**config.mk**
```make
export PLATFORM = sky130hd
export DESIGN_NAME = fetch_decode_buffer
export DESIGN_NICKNAME = d
export VERILOG_FILES = /design/src/rtl/fetch_decode_buffer.sv
export SDC_FILE = /design/constraint.sdc
export NUM_CORES = 1
export LEC_CHECK = 0
export CAP_MARGIN = 20
export CORE_MARGIN = 4
export CORE_UTILIZATION = 49
export CTS_CLUSTER_DIAMETER = 120
export CTS_CLUSTER_SIZE = 20
export DETAILED_ROUTE_END_ITERATION = 8
export GPL_TIMING_DRIVEN = 0
export PLACE_DENSITY_LB_ADDON = 0.25
export REMOVE_ABC_BUFFERS = 1
export SYNTH_ARGS = -nofsm -noshare
export SYNTH_HDL_FRONTEND = slang
export SYNTH_SLANG_ARGS = --single-unit
```
**constraint.sdc**
```tcl
create_clock -name i_clk -period 8.64 [get_ports i_clk]
set_input_delay 2.592 -clock i_clk [delete_from_list [all_inputs] [get_ports i_clk]]
set_output_delay 2.592 -clock i_clk [all_outputs]
set_load 0.005 [all_outputs]
```
**src/rtl/fetch_decode_buffer.sv**
```systemverilog
// Two-entry elastic buffer between instruction fetch and decode.
// Ready and valid both decode registered occupancy, so neither side sees a combinational path from the other.
module fetch_decode_buffer #(
  parameter int          XLEN      = 2,
  parameter logic [31:0] NOP_INSTR = 32'h0000_0013,
  localparam int         W         = 32'd1 << (XLEN + 32'd4)
) (
  input  logic          i_clk,
  input  logic          i_rst,
  input  logic          i_flush,
  input  logic          i_if_valid,
  output logic          o_if_ready,
  input  logic [31:0]   i_if_instr,
  input  logic [W-1:0]  i_if_pc,
  output logic          o_id_valid,
  input  logic          i_id_ready,
  output logic [31:0]   o_id_instr,
  output logic [W-1:0]  o_id_pc,
  output logic [24:0]   o_id_imm_bits,
  output logic [6:0]    o_id_opcode,
  output logic [1:0]    o_count
);

  logic [31:0]  instr_r [2];
  logic [W-1:0] pc_r    [2];
  logic         rptr_r;
  logic         wptr_r;
  logic [1:0]   count_r;
  logic         push_s;
  logic         pop_s;

  assign o_if_ready = (count_r != 2'd2);
  assign o_id_valid = (count_r != 2'd0);
  assign o_count    = count_r;

  // Flush suppresses both handshakes; a beat offered during flush is silently dropped.
  assign push_s = i_if_valid && o_if_ready && !i_flush;
  assign pop_s  = o_id_valid && i_id_ready && !i_flush;

  // Pointer and occupancy state.
  always_ff @(posedge i_clk or posedge i_rst) begin
    if (i_rst) begin
      rptr_r  <= 1'b0;
      wptr_r  <= 1'b0;
      count_r <= 2'd0;
    end else if (i_flush) begin
      rptr_r  <= 1'b0;
      wptr_r  <= 1'b0;
      count_r <= 2'd0;
    end else begin
      if (push_s) begin
        wptr_r <= ~wptr_r;
      end
      if (pop_s) begin
        rptr_r <= ~rptr_r;
      end
      case ({push_s, pop_s})
        2'b10:   count_r <= count_r + 2'd1;
        2'b01:   count_r <= count_r - 2'd1;
        default: count_r <= count_r;
      endcase
    end
  end

  // Entry storage; full-width PC is kept so the top bit survives.
  always_ff @(posedge i_clk or posedge i_rst) begin
    if (i_rst) begin
      for (int i = 0; i < 2; i++) begin
        instr_r[i] <= NOP_INSTR;
        pc_r[i]    <= {W{1'b0}};
      end
    end else if (push_s) begin
      instr_r[wptr_r] <= i_if_instr;
      pc_r[wptr_r]    <= i_if_pc;
    end
  end

  // Head presentation; an empty buffer shows a NOP so stale storage never leaks out.
  always_comb begin
    o_id_instr = NOP_INSTR;
    o_id_pc    = {W{1'b0}};
    if (o_id_valid) begin
      o_id_instr = instr_r[rptr_r];
      o_id_pc    = pc_r[rptr_r];
    end else begin
      o_id_instr = NOP_INSTR;
      o_id_pc    = {W{1'b0}};
    end
  end

  assign o_id_imm_bits = o_id_instr[31:7];
  assign o_id_opcode   = o_id_instr[6:0];

endmodule

```
==> impl_metrics.csv, run 1 <==
group,metric,value,unit
grt,antenna_found_initial,2,
sta,worstMarginPinSlew,0.855,ns
logic_synthesis,ys_seq_area_frac,0.546,
grt,grt-ovfl-total,0,
grt,use_met3,0.0539,
logic_synthesis,avgSynthCellArea,13.3,um2
grt,grt_pass1_vias,6449,
outcome,status,"complete, no violations",
clock_network,cts_hold_buffers,0,
clock_network,postCtsSetupBuffers,0,
logic_synthesis,yosysWarningCount,0,
setup_path,crit_type,"flop to primary output",
logic_synthesis,syn_inst,676,
worst_hold_path,min_from,"pc_r[74]",
floorplanning,die_x,144,um
setup_path,cp_max_fo,42,
clock_network,h-tree-depth,4,
placement,hpwl,14.0,mm
cells_and_area,nFillCells,1290,
placement,io_buffers,232,
logic_synthesis,synth_edf_count,0,
setup_path,cp.arrival,2.73,ns
sta,hold_viol,0,
floorplanning,io_pins,233,
grt,grt_max_degree,113,
worst_hold_path,min_path_type,"flop to flop",
clock_network,clkTransAtPathRegs,0.07,ns
detailed_routing,viasPerCell,5.20,
cells_and_area,stdcell_count,1111,
clock_network,cts_resized,0,
worst_hold_path,whs_endpoint,"pc_r[74]",
floorplanning,core_area,18000,um2
logic_synthesis,synth.top_cell.area_share,0.528,
sta,rsz0062_at_grt,"no",
setup_path,crit_start,"rptr_r",
pwr,ir_drop,130,uV
clock_network,cts_buffers,17,
grt,grt-busiest-layer,"met2",
sta,clock.fmax,188,MHz
cells_and_area,drive_gt1_frac,0.241,
clock_network,clock-sinks,196,
pwr,p_leak,4.90,nW
sta,skew,0.00711,ns
sta,finalSetupViolCount,0,
logic_synthesis,ys.flop_type,"dfrtp_1",
clock_network,cts_tree,"built",
sta,fin_setup_tns,0,ns
sta,slew_headroom,0.429,
logic_synthesis,synthArstFlopShare,1.00,
pwr,p_per_area,227,nW/um2
cells_and_area,area_growth,34.0,%
placement,dp_cells,1079,
setup_path,reg2reg_from,"o_count[1]",
clock_network,cts_root_buffer,"clkbuf_16",
detailed_routing,drt_iter0_drc,147,
detailed_routing,routed_wl,19.7,mm
detailed_routing,ant_nets,0,
floorplanning,initial_utilization,0.500,
sta,min_period,5.33,ns
setup_path,r2r_setup_slack,6.23,ns
sta,period_share,0.617,
floorplanning,die_y,144,um
cells_and_area,seq_area,4920,um2
placement,gp_congestion,0.724,
setup_path,crit_path_end_kind,"primary output",
logic_synthesis,synth.distinct_cells,25,
detailed_routing,post-route-drc-count,0,
clock_network,clock_latency,0.42,ns
floorplanning,dieArea,20600,um2
grt,grt_use_met1,0.239,
cells_and_area,final_common_cell,"clkdlybuf4s50_1",
sta,slew_violations,0,
worst_hold_path,min_path_cells,1,
cells_and_area,insertedDiodeCount,0,
grt,grtUsageMet2,0.331,
grt,grt_pass1_wl,31.8,mm
cells_and_area,multi_input_area,3640,um2
job,max-cap-violations,0,
logic_synthesis,syn_area,9000,um2
logic_synthesis,synth_top_cells_by_area,"dfrtp_1, mux2_2, mux2i_1, mux2_1, nor2_1",
cells_and_area,final_cell_mix,"clkdlybuf4s50_1, dfrtp_1, mux2_2, mux2i_1, nor2_1",
setup_path,cp.required,6.05,ns
cells_and_area,nets,970,
detailed_routing,vias,5779,
clock_network,clockBufferDepth,2,
logic_synthesis,synth_seq_cells,196,
setup_path,worst_r2r_path_depth,5,
setup_path,critPathLaunchType,"flop",
grt,track_usage,0.195,
cells_and_area,final_core_util,0.670,
detailed_routing,wire_per_inst,17.7,um
setup_path,r2r-end,"instr_r[17]",
logic_synthesis,synth_top_cell_by_area,"dfrtp_1",
floorplanning,rows,49,
detailed_routing,first_pass_iters,4,
layout make-up:
cell class / instances / area share
flip-flops and latches: 196 / 0.407
multi-input cells: 403 / 0.302
repair buffers: 247 / 0.214
clock buffers: 18 / 0.0364
well taps: 229 / 0.0237
clock inverters: 14 / 0.0146
inverters: 4 / 0.00187
cell usage after synthesis (3+ instances only):
cell type	instances
inv_1	3
mux2i_1	97
a21oi_1	4
buf_4	41
dfrtp_1	190
clkbuf_1	12
nand2_1	3
mux2_2	152
buf_2	18
nor2_1	95
mux2_1	40
dfstp_2	6
flip-flops by register name (all words and copies together) (netlist names):
register / count
instr_r: 64
o_count: 2
pc_r: 128
rptr_r: 1
wptr_r: 1
worst max path at each step:
stage / end / cells after the start
CTS: o_id_opcode[1] / 5
finish: o_id_opcode[1] / 5
global placement: pc_r[123] / 2
detailed placement: instr_r[48] / 8
floorplan: instr_r[10] / 1
global route: o_id_instr[1] / 5
per-stage QoR:
stage	instance area, um2	power, W	hold slack, ns	setup WS, ns
2_1_floorplan	8550	0.00164	0.457	0.717
5_1_grt	12100	0.00288	0.510	3.09
3_3_place_gp	11200	0.00191	0.466	-1.34
3_5_place_dp	11500	0.00195	0.474	3.50
4_1_cts	12100	0.00277	0.491	3.28
6_report	12100	0.00274	0.490	3.31
critical path, stage by stage (launching register included):
cell and delay [ns]:
dfrtp_4 0.74, buf_16 0.33, buf_12 0.28, mux2i_1 0.36
nand2_1 0.11, clkdlybuf4s50_1 0.46
cell families after synthesis:
logic type             synth area share
buffers and inverters            0.0517
AO/OA/AOI/OAI                   0.00500
multiplexers                      0.348
AND/OR/NAND/NOR                  0.0489
flip-flops                        0.546
XOR/XNOR                       0.000973
where the power goes:
part / leakage, nW / switching (W) / total (W) / internal, W
combinational: 2.28 / 0.000240 / 0.000658 / 0.000418
sequential: 2.33 / 0.000119 / 0.00127 / 0.00115
clock: 0.297 / 0.000347 / 0.000815 / 0.000468
total: 4.90 / 0.000706 / 0.00274 / 0.00203
per-layer routing:
| metal | routed length (um) | part of all wire | up-vias |
|---|---|---|---|
| li1 | - | - | 2678 |
| met1 | 8170 | 0.41 | 2899 |
| met2 | 9820 | 0.50 | 163 |
| met3 | 1260 | 0.064 | 35 |
| met4 | 427 | 0.022 | 4 |
| met5 | 29 | 0.0015 | - |
(Power assumes the default switching activity.)
==> run 2, diff against run 1 <==
--- a/config.mk
+++ b/config.mk
@@ -7,7 +7,7 @@
 export LEC_CHECK = 0
 export CAP_MARGIN = 20
 export CORE_MARGIN = 4
-export CORE_UTILIZATION = 49
+export CORE_UTILIZATION = 44
 export CTS_CLUSTER_DIAMETER = 120
 export CTS_CLUSTER_SIZE = 20
 export DETAILED_ROUTE_END_ITERATION = 8
==> constraint.sdc (replaced) <==
create_clock -name i_clk -period 4.28 [get_ports i_clk]
set_input_delay 1.284 -clock i_clk [delete_from_list [all_inputs] [get_ports i_clk]]
set_output_delay 1.284 -clock i_clk [all_outputs]
set_load 0.005 [all_outputs]
==> run 2 against run 1 <==
Critical path depth down 1. Sequential cell count unchanged. Sequential power up 100%. Clock power up 91%. Hold slack worse by 0.0050 ns. Routed wire length up 0.51%. Via count about the same. Clock skew up 0.0076 ns. Non-clock buffer count down 2. First-iteration DRC count up 40%.
==> impl_metrics.csv, run 2 (synthesis results as in run 1) <==
group,metric,value,unit
floorplanning,core_area,20200,um2
sta,clock.fmax,247,MHz
setup_path,reg2reg_from,"o_count[1]",
clock_network,clock-sinks,196,
grt,grt_max_degree,119,
cells_and_area,drive_gt1_frac,0.238,
cells_and_area,final_core_util,0.597,
cells_and_area,largest_reg_flops,128,
detailed_routing,vias,5784,
sta,rsz0062_at_grt,"no",
detailed_routing,viasPerCell,5.03,
pwr,p_leak,4.87,nW
floorplanning,rows,52,
detailed_routing,post-route-drc-count,0,
detailed_routing,drt_iter0_drc,206,
sta,slew_violations,0,
cells_and_area,top_register,"pc_r",
setup_path,r2r_setup_slack,1.78,ns
cells_and_area,final_common_cell,"clkdlybuf4s50_1",
floorplanning,io_pins,233,
setup_path,cp.arrival,2.77,ns
pwr,ir_drop,270,uV
detailed_routing,routed_wl,19.8,mm
setup_path,worst_r2r_path_depth,6,
setup_path,crit_type,"flop to primary output",
clock_network,clock_latency,0.43,ns
grt,track_usage,0.176,
placement,place_area,11500,um2
cells_and_area,final_cell_mix,"clkdlybuf4s50_1, dfrtp_1, mux2_2, mux2i_1, nor2_1",
floorplanning,initial_utilization,0.446,
setup_path,r2r-end,"pc_r[118]",
clock_network,clkTransAtPathRegs,0.07,ns
floorplanning,die_y,151,um
worst_hold_path,min_path_cells,1,
pwr,p_per_area,450,nW/um2
sta,skew,0.0148,ns
setup_path,crit_path_end_kind,"primary output",
outcome,status,"complete, no violations",
clock_network,cts_buffers,17,
worst_hold_path,whs_endpoint,"pc_r[84]",
setup_path,critPathLaunchType,"flop",
setup_path,cp.required,3.00,ns
clock_network,h-tree-depth,4,
cells_and_area,area_growth,33.8,%
cells_and_area,nFillCells,1630,
sta,hold_viol,0,
cells_and_area,nets,968,
clock_network,clockBufferDepth,2,
sta,min_period,4.06,ns
job,max-cap-violations,0,
placement,io_buffers,232,
clock_network,postCtsSetupBuffers,0,
grt,antenna_found_initial,0,
sta,finalSetupViolCount,0,
worst_hold_path,min_from,"pc_r[84]",
setup_path,cp_max_fo,51,
sta,worstMarginPinSlew,0.979,ns
floorplanning,dieArea,22800,um2
sta,fin_setup_tns,0,ns
floorplanning,die_x,151,um
placement,hpwl,13.5,mm
clock_network,cts_tree,"built",
detailed_routing,first_pass_iters,4,
detailed_routing,ant_nets,0,
cells_and_area,insertedDiodeCount,0,
clock_network,cts_hold_buffers,0,
grt,grt-ovfl-total,0,
grt,grt_pass1_vias,6414,
detailed_routing,wire_per_inst,17.2,um
cells_and_area,fin_area,12000,um2
grt,grt_pass1_wl,31.8,mm
clock_network,cts_resized,0,
sta,slew_headroom,0.348,
placement,gp_congestion,0.684,
worst_hold_path,min_path_type,"flop to flop",
sta,period_share,0.948,
clock_network,cts_root_buffer,"clkbuf_16",
[run 2: cell count changes in the layout (fill, tap and decap cells not counted)]
cell	previous run	this run
clkinv_8	0	1
clkbuf_1	0	2
clkinvlp_4	3	1
bufinv_16	3	1
buf_16	2	3
buf_8	5	2
clkinv_4	1	4
clkinv_2	3	1
inv_8	3	4
buf_6	3	5
clkbuf_8	1	0
buf_12	5	3
[run 2: worst max path at each step]
stage	startpoint	to	slack (ns)	depth (start not counted)
detailed placement	i_if_valid	pc_r[121]	0.37	7
CTS	rptr_r	o_id_instr[7]	0.15	4
global placement	i_rst	pc_r[34]	-4.44	2
floorplan	i_rst	instr_r[10]	-2.33	1
global route	rptr_r	o_id_instr[7]	0.05	4
finish	rptr_r	o_id_instr[7]	0.22	4
[run 2: routing by layer]
metal	part of all wire	up-vias	GRT usage
met4	0.013	0	0.0517
met5	0	-	0
met3	0.064	18	0.0506
met1	0.41	2924	0.213
li1	-	2690	-
met2	0.51	152	0.305
[run 2: through the flow]
step | total power, W | hold slack (ns) | instances | setup slack (ns)
floorplan | 0.00330 | 0.457 | 603 | -2.33
global placement | 0.00387 | 0.466 | 1105 | -4.44
detailed placement | 0.00393 | 0.475 | 1118 | 0.373
CTS | 0.00550 | 0.491 | 1150 | 0.154
global route | 0.00573 | 0.507 | 1150 | 0.0515
finish | 0.00543 | 0.485 | 1150 | 0.223
[run 2: critical path, cell delays in order, from the launching register on]
cell	delay [ns]
dfrtp_4	1.05
buf_16	0.36
mux2i_1	0.13
nor2_1	0.19
clkdlybuf4s50_1	0.55
[run 2: cell type report]
class                      count  area, um2  share of cell area
sequential                   196       4920               0.408
multi-input combinational    403       3640               0.302
timing repair buffer         245       2550               0.212
clock buffer                  19        433              0.0359
tap                          270        338              0.0280
clock inverter                13        145              0.0120
inverter                       4       22.5             0.00187
[run 2: report_power, final]
part / internal (W) / leakage [nW] / total [W] / switching (W)
clock network: 0.000826 / 0.281 / 0.00156 / 0.000730
logic: 0.000838 / 2.26 / 0.00130 / 0.000466
registers: 0.00232 / 2.33 / 0.00257 / 0.000249
